<file path="config.mk">
export PLATFORM = sky130hd
export DESIGN_NAME = mem_rd_arb3x
export DESIGN_NICKNAME = d
export VERILOG_FILES = /design/src/rtl/mem_rd_arb3x.sv
export SDC_FILE = /design/constraint.sdc
export NUM_CORES = 1
export LEC_CHECK = 0
export ABC_CLOCK_PERIOD_IN_PS = 2100
export BUFFER_PORTS_ARGS = -buffer_cell sky130_fd_sc_hd__buf_2
export CAP_MARGIN = 20
export CELL_PAD_IN_SITES_DETAIL_PLACEMENT = 0
export CELL_PAD_IN_SITES_GLOBAL_PLACEMENT = 2
export CORE_UTILIZATION = 25
export DETAILED_ROUTE_END_ITERATION = 12
export HOLD_SLACK_MARGIN = 0.15
export MAX_ROUTING_LAYER = met4
export PLACE_DENSITY = 0.82
export SLEW_MARGIN = 20
export SYNTH_ARGS = -nofsm -noshare
export SYNTH_HDL_FRONTEND = slang
export SYNTH_SLANG_ARGS = --single-unit
</file>
<file path="constraint.sdc">
create_clock -name rclk -period 2.1 [get_ports rclk]
set_input_delay 0.315 -clock rclk [delete_from_list [all_inputs] [get_ports rclk]]
set_output_delay 0.315 -clock rclk [all_outputs]
set_load 0.05 [all_outputs]
</file>
<file path="src/rtl/mem_rd_arb3x.sv">
// Round-robin arbiter sharing one memory read port among G_NREQ requesters, routing data back by tag.
// Latency: grant to response is G_LAT+2 cycles; no response backpressure, clrrdy=0 stalls new grants.
module mem_rd_arb3x #(
    parameter int G_NREQ    = 4,
    parameter int G_RDADDR  = 10,
    parameter int G_RDWIDTH = 16,
    parameter int G_LAT     = 3
) (
    input  logic                         rclk,
    input  logic                         rst_n,
    input  logic                         clrrdy,
    input  logic [G_NREQ-1:0]            req_vld,
    input  logic [G_NREQ*G_RDADDR-1:0]   req_add,
    output logic [G_NREQ-1:0]            req_rdy,
    output logic                         memre,
    output logic [G_RDADDR-1:0]          memra,
    input  logic [G_RDWIDTH-1:0]         memdo,
    output logic [G_NREQ-1:0]            rsp_vld,
    output logic [G_RDWIDTH-1:0]         rsp_dat,
    output logic                         busy
);

    localparam int PW = $clog2(G_NREQ);

    logic [PW-1:0]                  ptr;
    logic [PW-1:0]                  gidx;
    logic                           gany;
    logic [G_NREQ-1:0]              grant;
    logic [G_RDADDR-1:0]            sel_add;
    logic [G_LAT:0][G_NREQ-1:0]     tag;
    int                             idx;

    // Search upward from ptr; the first requester found wins.
    always_comb begin
        gidx = '0;
        gany = 1'b0;
        idx  = 0;
        if (clrrdy) begin
            for (int k = 0; k < G_NREQ; k++) begin
                idx = (int'(ptr) + k) % G_NREQ;
                if (!gany && req_vld[idx]) begin
                    gany = 1'b1;
                    gidx = PW'(idx);
                end
            end
        end
        grant   = gany ? (G_NREQ'(1) << gidx) : '0;
        sel_add = req_add[int'(gidx)*G_RDADDR +: G_RDADDR];
    end

    assign req_rdy = grant;

    always_ff @(posedge rclk) begin
        if (!rst_n) begin
            ptr   <= '0;
            memre <= 1'b0;
            memra <= '0;
        end else begin
            memre <= gany;
            if (gany) begin
                memra <= sel_add;
                ptr   <= (gidx == PW'(G_NREQ - 1)) ? '0 : gidx + PW'(1);
            end
        end
    end

    // Tag stage 0 lines up with memre; stage G_LAT lines up with valid memdo.
    always_ff @(posedge rclk) begin
        if (!rst_n) begin
            tag     <= '0;
            rsp_vld <= '0;
            rsp_dat <= '0;
            busy    <= 1'b0;
        end else begin
            tag     <= {tag[G_LAT-1:0], grant};
            rsp_vld <= tag[G_LAT];
            if (|tag[G_LAT]) begin
                rsp_dat <= memdo;
            end
            busy    <= gany | (|tag[G_LAT-1:0]);
        end
    end

endmodule

</file>
Word level (Yosys, flattened, before mapping):

Index checks and enable logic that the tools add are counted.

* $add $sub $neg: 4
* multipliers: 1
* $lt $le $gt $ge: 4
* eq/ne operators: 1
* shifts and indexed selects: 2
* mux-type cells: 26
* bitwise operators: 4
* reduce and logical (&&, ||, !) cells: 11

Operator list (number)
* 40-bit by 7-bit variable part select with 10-bit output: 1
* 1-bit 2-to-1 mux: 15
* 3-bit by 4-bit < comparator with 1-bit output (second input constant): 3
* 2-bit 2-to-1 mux: 6
* 12-bit OR reduction: 1
* 1-bit binary-select mux with 2-bit select: 4
* 2-bit OR reduction: 3
* 2-bit by 3-bit multiplier with 5-bit output (second input constant): 1
* 2-bit by 1-bit adder with 2-bit output (second input constant): 2
* 2-bit adder (second input constant): 2
* 4-bit 2-to-1 mux: 1
* 4-bit OR reduction: 1
* 1-bit by 2-bit left shift with 4-bit output (first input constant): 1
* 1-bit bitwise AND (first input constant): 3
* 1-bit logical AND: 3
* 1-bit zero test: 3
* 2-bit by 3-bit < comparator with 1-bit output (second input constant): 1
* 2-bit equality test (second input constant): 1
* 1-bit bitwise OR: 1

* register bits after elaboration: 50
* input port bits: 63
* word-level logic and storage cells: 63

Logic depth before layout (Yosys ltp):

Gate-level depths: netlist of the first run.

* word-level depth: 19
* gate-level depth with buffers: 8
* depth with buffers taken out: 7

Least setup slack after synthesis of the first run:

OpenSTA, ideal clock, no wires.

* path type: reg2out
* from: register ptr[1]
* to: output port req_rdy[0]
* data arrival time: 1.818 ns
* slack: -0.033 ns
* cell stages (with the launch flop): 8
* path through: dfxtp_1 -> or3b_1 -> o21a_2 -> and3_1 -> buf_2 -> clkinv_2 -> ha_1 -> and2_1

* cells in the longest elaborated chain, start to end: 18

RTL lines
* start, declared: RTL line 25 `logic [PW-1:0] ptr;`
* start signal, assigned: RTL line 62 `ptr <= (gidx == PW'(G_NREQ - 1)) ? '0 : gidx + PW'(1);`
* branches (longest 17 deep; another with 2-bit by 1-bit adder with 2-bit output)
* 4-bit 2-to-1 mux (*): RTL line 47 `grant = gany ? (G_NREQ'(1) << gidx) : '0;`
* end, declared: RTL line 14 `output logic [G_NREQ-1:0] req_rdy,`

Mark *: on every way between the ends. The select of a mux whose other input is x is not followed.

Worst setup path in the final report of the first run:

* from: register ptr[1]
* to: output port req_rdy[2]

Same word-level chain as after synthesis.

==> metrics.csv, run 1 <==
metric,value,unit
antenna_found_initial,0,
dpl.hpwl,3920,um
worst_slack,-74.6,ps
globalRouteTotalUtil,13.4,%
clock_skew,3.40,ps
drc_errors,0,
cp_cell_sequence,mux2i_2 > o21a_2 > and3_4 > clkinv_4 > ha_4 > and2_4 > buf_8,
cts_tree,built,
synth_ff_type,dfxtp_1,
seqPwrFrac,49.8,%
drtAntennaViolNets,0,
syn_nets,287,
final_nets,398,
grt_start_max_net_pins,21,
final-instance-count-excl-fill,433,
antenna_cells,0,
timing.final.crit_share,104,%
tightest_slew,634,ps
cts_made_buffers,5,
clock-sinks,50,
reg2reg_from,ptr[1],
cp.arrival,1860,ps
violations,setup timing,
setup_viol,4,
worstSetupStartpointType,flip-flop,
rsz0062_at_grt,yes,
slowest_delay,390,ps
synthMuxAreaShare,4.40,%
initial_core_util,26.2,%
startpoint,ptr[1],
synth-xor-area-share,0,%
synth-seq-cells,50,
synth-edff-count,0,
internal_power,1410,uW
worstHoldStart,memdo[12],
drt_wl_total,5410,um
synthSimpleGateAreaFrac,21.6,%
synth-compound-area-share,19.0,%
setup.worst_path.class,reg -> out,
drt-pass1-iter-count,4,
maxCapViolCount,0,
synthTopCellsByArea,"dfxtp_1 49%, nand2_1 6.4%, and2_1 6.1%",
yosysMostFrequentCell,dfxtp_1,
cp_max_fo,5,
synthDistinctLibCells,37,
met2WireLength,2530,um
power_frac_clock,26.4,%
core.rowCount,32,
cts_buffer_depth,2,
place_congestion,0.785,
area_growth,44.8,%
hold_viol,0,
wl_met1,2430,um
status,"finished, violations left",
pwr-share-comb,23.8,%
slowest_stage,dfxtp_4,
ff2ff_path_depth,7,
hold_class,in -> reg,
syn-mean-instance-area,9.30,sq um
p_leak,0.00133,uW
netlist_instances,220,
portBuffers,98,
fillerInstances,820,
cts_root_buffer,clkbuf_8,
utilization,37.9,%
grt_pass1_wl,8800,um
drtIter0Drc,52,
r2r_slack,110,ps
die_y,92.5,um
maxSlewHeadroom,57.6,%
cts_hold_buf,0,
yosys.area_share.adder,2.45,%
coreArea,7810,sq um
clkTransAtPathRegs,90,ps
synth_top_cell_by_area,dfxtp_1,
cts_max_level,2,
clock.fmax,460,MHz
synth_top_family_by_area,simple AND/OR/NAND/NOR gates,
top_layer_used,met4,
grt_pass1_vias,1920,
ys_warn_count,0,
wl_per_cell,12.5,um
dp.cells,419,
wl_met3,367,um
power.density,681,nW/um^2
vias_per_cell,4.52,
insertion_delay,290,ps
fin_crit,2170,ps
synth-seq-area-share,48.9,%
required,1780,ps
switching_share,30.4,%
vias,1955,
synth_top_cell_area_share,48.9,%
hold-path-cell-count,3,
grt-ovfl-total,0,
cp-end-kind,primary output,
ys_top_cells_by_count,"50 x dfxtp_1, 35 x nand2_1, 20 x and2_1, 18 x a21oi_1",
io_pins,99,
die_area,8550,sq um
drive_gt1_share,44.7,%
ir_drop,0.000264,V
finalMaxSlewViolations,0,
async_flop_share,0,%
fin_tns_setup,-235,ps
switchingPower,613,uW
die_x,92.5,um
syn_area,2050,sq um
## through the flow
step	hold WS (ps)	worst slack, ps	power, uW	area, sq um
global placement	435	-24.6	1450	2700
floorplan	430	58.7	1300	2050
detailed placement	441	-44.9	1450	2700
CTS	241	-66.7	2040	2940
global route	250	-146	2130	2960
finish	252	-74.6	2020	2960
## state kept, by name, summed over array words and instances, names as in the netlist
name	cells
busy	1
memra	10
memre	1
ptr	2
rsp_dat	16
rsp_vld	4
tag	16
## cell families (layout without fill, tap and decap cells)
logic type,Yosys count,count (layout)
compound gates,57,57
simple gates,83,83
flops,50,50
buf+inv,17,128
mux,9,9
fa+ha+maj,4,4
## per-layer routing
layer,GRT usage (%),vias up
li1,-,1002
met1,15.6,862
met2,22.7,82
met3,2.79,9
met4,4.69,0
met5,-,-
## worst paths after layout
kind / end
max: req_rdy[2]
min: rsp_dat[12]
max reg2reg: memra[4]
min reg2reg: rsp_dat[0]
## repair_timing
| item | CTS | global route |
|---|---|---|
| gates resized for setup | 32 | 4 |
| buffers inserted | 6 | 1 |
| setup endpoints to repair | 4 | 5 |
| pin swaps | 8 | 2 |
## power groups by stage
stage | clock network (uW) | logic [uW] | registers [uW]
finish | 533 | 481 | 1000
global route | 604 | 519 | 1010
CTS | 561 | 474 | 1000
detailed placement | 0 | 428 | 1030
global placement | 0 | 429 | 1020
floorplan | 0 | 176 | 1120
## area by class of cell
class                   count  area, sq um  area share (%)
repair buffers            117          669            22.6
clock inverters             1         7.51           0.253
well taps                 102          128            4.31
clock buffers               6         72.6            2.45
multi-input cells         153         1060            35.7
inverters                   4         22.5           0.760
flip-flops and latches     50         1010            34.0
## cells in the final DEF, fill, tap and decap left out, types with 2 or more instances in the layout
cell type | Yosys | final
a2111oi_0 | 2 | 2
a211oi_1 | 8 | 8
a21boi_0 | 2 | 2
a21oi_1 | 18 | 17
a221oi_1 | 8 | 8
and2_1 | 20 | 17
and2_4 | 1 | 4
and3_1 | 5 | 4
buf_2 | 2 | 94
buf_4 | 0 | 19
buf_8 | 0 | 3
clkbuf_8 | 0 | 5
dfxtp_1 | 50 | 48
ha_4 | 0 | 4
mux2i_1 | 9 | 8
nand2_1 | 35 | 34
nand2b_1 | 2 | 2
nor2_1 | 4 | 4
nor2b_1 | 3 | 2
nor3_1 | 2 | 2
nor4_1 | 5 | 5
nor4bb_1 | 2 | 2
o21ai_0 | 10 | 10
or3b_4 | 0 | 2
## worst max-delay path: cells and delay by family (launching register included)
family	cells	cell delay (ps)
DFF	1	390
muxes	1	230
AOI/OAI and AO/OA	1	150
adders and majority gates	1	160
and+or+nand+nor	2	380
buffers and inverters	2	230
Note: power is estimated with default switching activity, not from simulation.
==> inputs of run 2 (changes only) <==
--- a/config.mk
+++ b/config.mk
@@ -10,6 +10,7 @@
 export CAP_MARGIN = 20
 export CELL_PAD_IN_SITES_DETAIL_PLACEMENT = 0
 export CELL_PAD_IN_SITES_GLOBAL_PLACEMENT = 2
+export CORE_ASPECT_RATIO = 1.4
 export CORE_UTILIZATION = 25
 export DETAILED_ROUTE_END_ITERATION = 12
 export HOLD_SLACK_MARGIN = 0.15
==> metrics.csv, run 2 (same netlist as run 1, synthesis figures left out) <==
metric,value,unit,change
status,"finished, violations left",,
violations,setup timing,,
io_pins,99,,unchanged
clock.fmax,460,MHz,about the same
tightest_slew,604,ps,-29.8 ps
timing.final.crit_share,104,%,about the same
die_area,8550,sq um,about the same
drt-pass1-iter-count,4,,unchanged
layout_commonest_cell,buf_2,,
place_area,2680,sq um,-0.65%
final_nets,391,,-1.8%
cp_cell_sequence,or3b_4 > o21a_4 > and3_4 > clkinv_4 > ha_4 > and2_4 > buf_8,,
cts_tree,built,,
cts_hold_buf,0,,unchanged
multi_input_area,1070,sq um,+1.4%
cts_buffer_depth,2,,unchanged
required,1780,ps,about the same
drtIter0Drc,66,,+27%
final-instance-count-excl-fill,424,,-2.1%
power.density,686,nW/um^2,+0.67%
setup_viol,4,,unchanged
vias_per_cell,4.63,,+2.4%
maxCapViolCount,0,,unchanged
clkTransAtPathRegs,90,ps,about the same
use_met3,3.35,%,+0.56 points
layout_common_cells,"94 x buf_2, 48 x dfxtp_1, 34 x nand2_1",,
cts_max_level,2,,unchanged
drt_wl_total,5420,um,+0.17%
globalRouteTotalUtil,13.9,%,+0.50 points
maxSlewHeadroom,59.6,%,+2.0 points
regArea,1010,sq um,unchanged
die_x,78.5,um,-15%
drive_gt1_share,43.5,%,-1.2 points
slowest_delay,390,ps,about the same
ir_drop,0.000353,V,+34%
drc_errors,0,,unchanged
vias,1961,,+0.31%
p_leak,0.00131,uW,-1.4%
cp.arrival,1860,ps,about the same
fillerInstances,825,,+0.61%
dp.cells,415,,-0.95%
utilization,37.2,%,-0.69 points
whs,249,ps,-2.68 ps
power.total,2000,uW,-0.70%
core.rowCount,38,,+19%
grt-ovfl-total,0,,unchanged
pwr-share-comb,23.3,%,-0.5 points
clock-sinks,50,,unchanged
portBuffers,98,,unchanged
met1_usage,13.2,%,-2.3 points
grt_pass1_wl,9060,um,+3.0%
switchingPower,607,uW,-1.1%
grt-busiest-layer,met2,,
internal_power,1400,uW,-0.53%
place_congestion,0.744,,-5.2%
rsz0062_at_grt,yes,,
worst_slack,-75.3,ps,-0.661 ps
cts_made_buffers,5,,unchanged
cp_max_fo,5,,unchanged
antenna_found_initial,0,,unchanged
grtUsageMet2,26.4,%,+3.7 points
slowest_stage,or3b_4,,
design_area,2920,sq um,-1.4%
hold_viol,0,,unchanged
grt_pass1_vias,2050,,+6.8%
cp-end-kind,primary output,,
switching_share,30.3,%,-0.11 points
hold_class,in -> reg,,
power_frac_clock,26.5,%,about the same
insertion_delay,300,ps,about the same
clock_skew,9.57,ps,+6.17 ps
seqPwrFrac,50.2,%,+0.4 points
worstSetupStartpointType,flip-flop,,
wl_per_cell,12.8,um,+2.3%
area_growth,42.8,%,
fin_crit,2180,ps,+0.661 ps
die_y,109,um,+18%
finalMaxSlewViolations,0,,unchanged
biggestRegsByFlops,"rsp_dat: 16 flops, tag: 16 flops, memra: 10 flops",,
antenna_cells,0,,unchanged
drtAntennaViolNets,0,,unchanged
cts_root_buffer,clkbuf_8,,
setup.worst_path.class,reg -> out,,
dpl.hpwl,4070,um,+3.7%
coreArea,7850,sq um,+0.48%
initial_core_util,26.1,%,-0.13 points
grt_start_max_net_pins,33,,+57%
run 2: what timing repair did:
| action | in CTS | in global routing |
|---|---|---|
| pin swaps | 2 | 4 |
| endpoints found under the setup margin | 4 | 4 |
| buffers inserted | 2 | 0 |
| endpoints found under the hold margin | 0 | 0 |
| resized for setup | 28 | 11 |
run 2: power groups by stage:
stage | Clock [uW] | Sequential, uW | Combinational (uW)
after floorplan | 0 | 1120 | 176
after global placement | 0 | 1020 | 426
after detailed placement | 0 | 1020 | 427
after CTS | 559 | 1000 | 459
after global routing | 607 | 1010 | 506
final | 531 | 1010 | 468
run 2: cell type report:
cell class	count	area share, %
sequential	50	34.4
clock buffer	6	2.48
inverter	4	0.771
clock inverter	1	0.257
timing repair buffer	110	21.1
multi-input combinational	153	36.7
tap	100	4.28
run 2: through the flow:
step,setup TNS [ps],setup slack [ps]
floorplan,0,58.7
global placement,-46.9,-26.0
detailed placement,-163,-76.9
CTS,-386,-103
global route,-543,-143
finish,-294,-75.3
run 2: critical path, delay by kind of cell (launching register included):
family	cells	cell delay, ps
compound gates	1	130
fa+ha+maj	1	130
buf+inv	2	210
simple gates	3	720
flops	1	380
run 2: path summary, 6_finish.rpt:
path | startpoint | endpoint | slack [ps] | depth (start not counted)
setup / recovery | ptr[1] | req_rdy[2] | -80 | 7
hold / removal | memdo[3] | rsp_dat[3] | 250 | 3
setup reg to reg | ptr[1] | memra[2] | 140 | 8
hold reg to reg | rsp_dat[0] | rsp_dat[0] | 450 | 2
run 2: layer usage:
metal  part of all wire, %  wire (um)
met1                    39       2140
met4                   1.8         95
met3                   6.4        349
met5                     0          0
met2                    52       2840
==> inputs of run 3 (changes only) <==
==> constraint.sdc (replaced) <==
create_clock -name rclk -period 2.1 [get_ports rclk]
set_input_delay 0.315 -clock rclk [delete_from_list [all_inputs] [get_ports rclk]]
set_output_delay 0.315 -clock rclk [all_outputs]
set_load 0.01 [all_outputs]
==> metrics.csv, run 3 (same netlist as run 1, synthesis figures left out) <==
metric,value,unit,change
status,"finished, violations left",,
violations,setup timing,,
tightest_slew,546,ps,-58.4 ps
clock_skew,5.46,ps,-4.11 ps
place_congestion,0.709,,-4.7%
ir_drop,0.000286,V,-19%
antenna_found_initial,0,,unchanged
timing.final.crit_share,104,%,+0.21 points
power.density,696,nW/um^2,+1.4%
reg2reg_from,ptr[1],,
slowest_stage,dfxtp_4,,
cts_tree,built,,
initial_core_util,26.1,%,unchanged
grt_pass1_wl,9040,um,-0.22%
hold_viol,0,,unchanged
hold_end,rsp_dat[5],,
grt-ovfl-total,0,,unchanged
cp.arrival,1860,ps,about the same
vias,1975,,+0.71%
whs,243,ps,-6.49 ps
drive_gt1_share,45.2,%,+1.6 points
antenna_cells,0,,unchanged
final_nets,396,,+1.3%
hold-path-cell-count,3,,unchanged
core.rowCount,38,,unchanged
cts_max_level,2,,unchanged
biggestRegsByFlops,"rsp_dat: 16 flops, tag: 16 flops, memra: 10 flops",,
worstHoldStart,memdo[5],,
die_y,109,um,unchanged
drc_errors,0,,unchanged
grt_pass1_vias,1910,,-6.8%
drt-pass1-iter-count,4,,unchanged
cp_cell_sequence,or3b_4 > o21a_2 > and3_4 > ha_2 > and2_1 > buf_2,,
wl_per_cell,12.9,um,+0.57%
area_growth,45.8,%,
grt_start_max_net_pins,33,,unchanged
insertion_delay,300,ps,about the same
drtIter0Drc,56,,-15%
p_leak,0.00135,uW,+3.1%
clkTransAtPathRegs,100,ps,about the same
cts_root_buffer,clkbuf_8,,
maxSlewHeadroom,63.6,%,+4.0 points
setup.worst_path.class,reg -> out,,
coreArea,7850,sq um,unchanged
pre_cts_ws,-42.2,ps,+34.7 ps
cts_made_buffers,5,,unchanged
io_pins,99,,unchanged
r2r_slack,80,ps,-60 ps
portBuffers,98,,unchanged
vias_per_cell,4.59,,-0.69%
finalMaxSlewViolations,0,,unchanged
place_area,2660,sq um,-0.65%
globalRouteTotalUtil,14.0,%,+0.16 points
dp.cells,413,,-0.48%
hold_class,in -> reg,,
die_x,78.5,um,unchanged
maxCapViolCount,0,,unchanged
layout_common_cells,"95 x buf_2, 48 x dfxtp_1, 34 x nand2_1",,
die_area,8550,sq um,unchanged
cp-end-kind,primary output,,
setup_viol,4,,unchanged
slowest_delay,390,ps,about the same
drtAntennaViolNets,0,,unchanged
cp_max_fo,6,,+1
r2r-end,memra[4],,
drt_wl_total,5530,um,+2.0%
layout_commonest_cell,buf_2,,
ff2ff_path_depth,9,,+1
final-instance-count-excl-fill,430,,+1.4%
cts_buffer_depth,2,,unchanged
clock-sinks,50,,unchanged
dpl.hpwl,4050,um,-0.41%
worst_slack,-79.7,ps,-4.36 ps
worstSetupStartpointType,flip-flop,,
fin_crit,2180,ps,+4.36 ps
design_area,2980,sq um,+2.1%
clock.fmax,459,MHz,-0.20%
rsz0062_at_grt,yes,,
cts_hold_buf,0,,unchanged
required,1780,ps,about the same
-- run 3: cell types whose count changed in the layout (fill, tap and decap cells not counted), sizes merged --
| cell | before | now |
|---|---|---|
| clkbuf | 6 | 5 |
| bufinv | 0 | 1 |
| buf | 110 | 115 |
| clkinv | 1 | 2 |
| clkinvlp | 1 | 0 |
| inv | 3 | 4 |
-- run 3: metal layers --
metal  wire, um  GRT usage [%]  vias up  share of wire [%]
met4         79           5.03        0                1.4
li1           -              -      999                  -
met5          0              -        -                  0
met2       2800           25.5       94                 51
met1       2270           14.6      875                 41
met3        384           3.51        7                6.9
-- run 3: cell type report --
type / count / area (sq um)
clock buffer: 5 / 68.8
timing repair buffer: 115 / 637
inverter: 4 / 22.5
clock inverter: 3 / 43.8
fill: 822 / 4860
sequential: 50 / 1010
multi-input combinational: 153 / 1080
tap: 100 / 125
-- run 3: power breakdown --
part | internal [uW] | switching (uW) | total [uW]
Sequential | 985 | 21.5 | 1010
Combinational | 189 | 189 | 378
Clock | 357 | 333 | 691
Total | 1530 | 544 | 2080
-- run 3: stage by stage --
step           util [%]  TNS, ps  power, uW
2_1_floorplan         -        0       1200
3_3_place_gp       33.9        0       1350
3_5_place_dp       33.9    -59.0       1350
4_1_cts            36.7     -281       2080
5_1_grt            38.0     -494       2190
6_report           38.0     -223       2080
-- run 3: timing repair --
item,in CTS,in global routing
buffers inserted,7,2
hold endpoints to repair,0,0
setup endpoints to repair,4,4
resized for setup,17,17
pin swaps,4,6
-- run 3: worst max-delay path: cells and delay by family, from the launching register on --
kind | cells | cell delay [ps]
simple gates | 3 | 710
fa+ha+maj | 1 | 190
compound gates | 1 | 130
flops | 1 | 390
buf+inv | 1 | 140
-- run 3: worst max path at each step --
stage | endpoint | from
floorplan | req_rdy[0] | ptr[1]
global placement | req_rdy[3] | req_vld[2]
detailed placement | req_rdy[3] | req_vld[0]
CTS | req_rdy[2] | ptr[1]
global route | req_rdy[1] | ptr[1]
finish | req_rdy[1] | ptr[1]
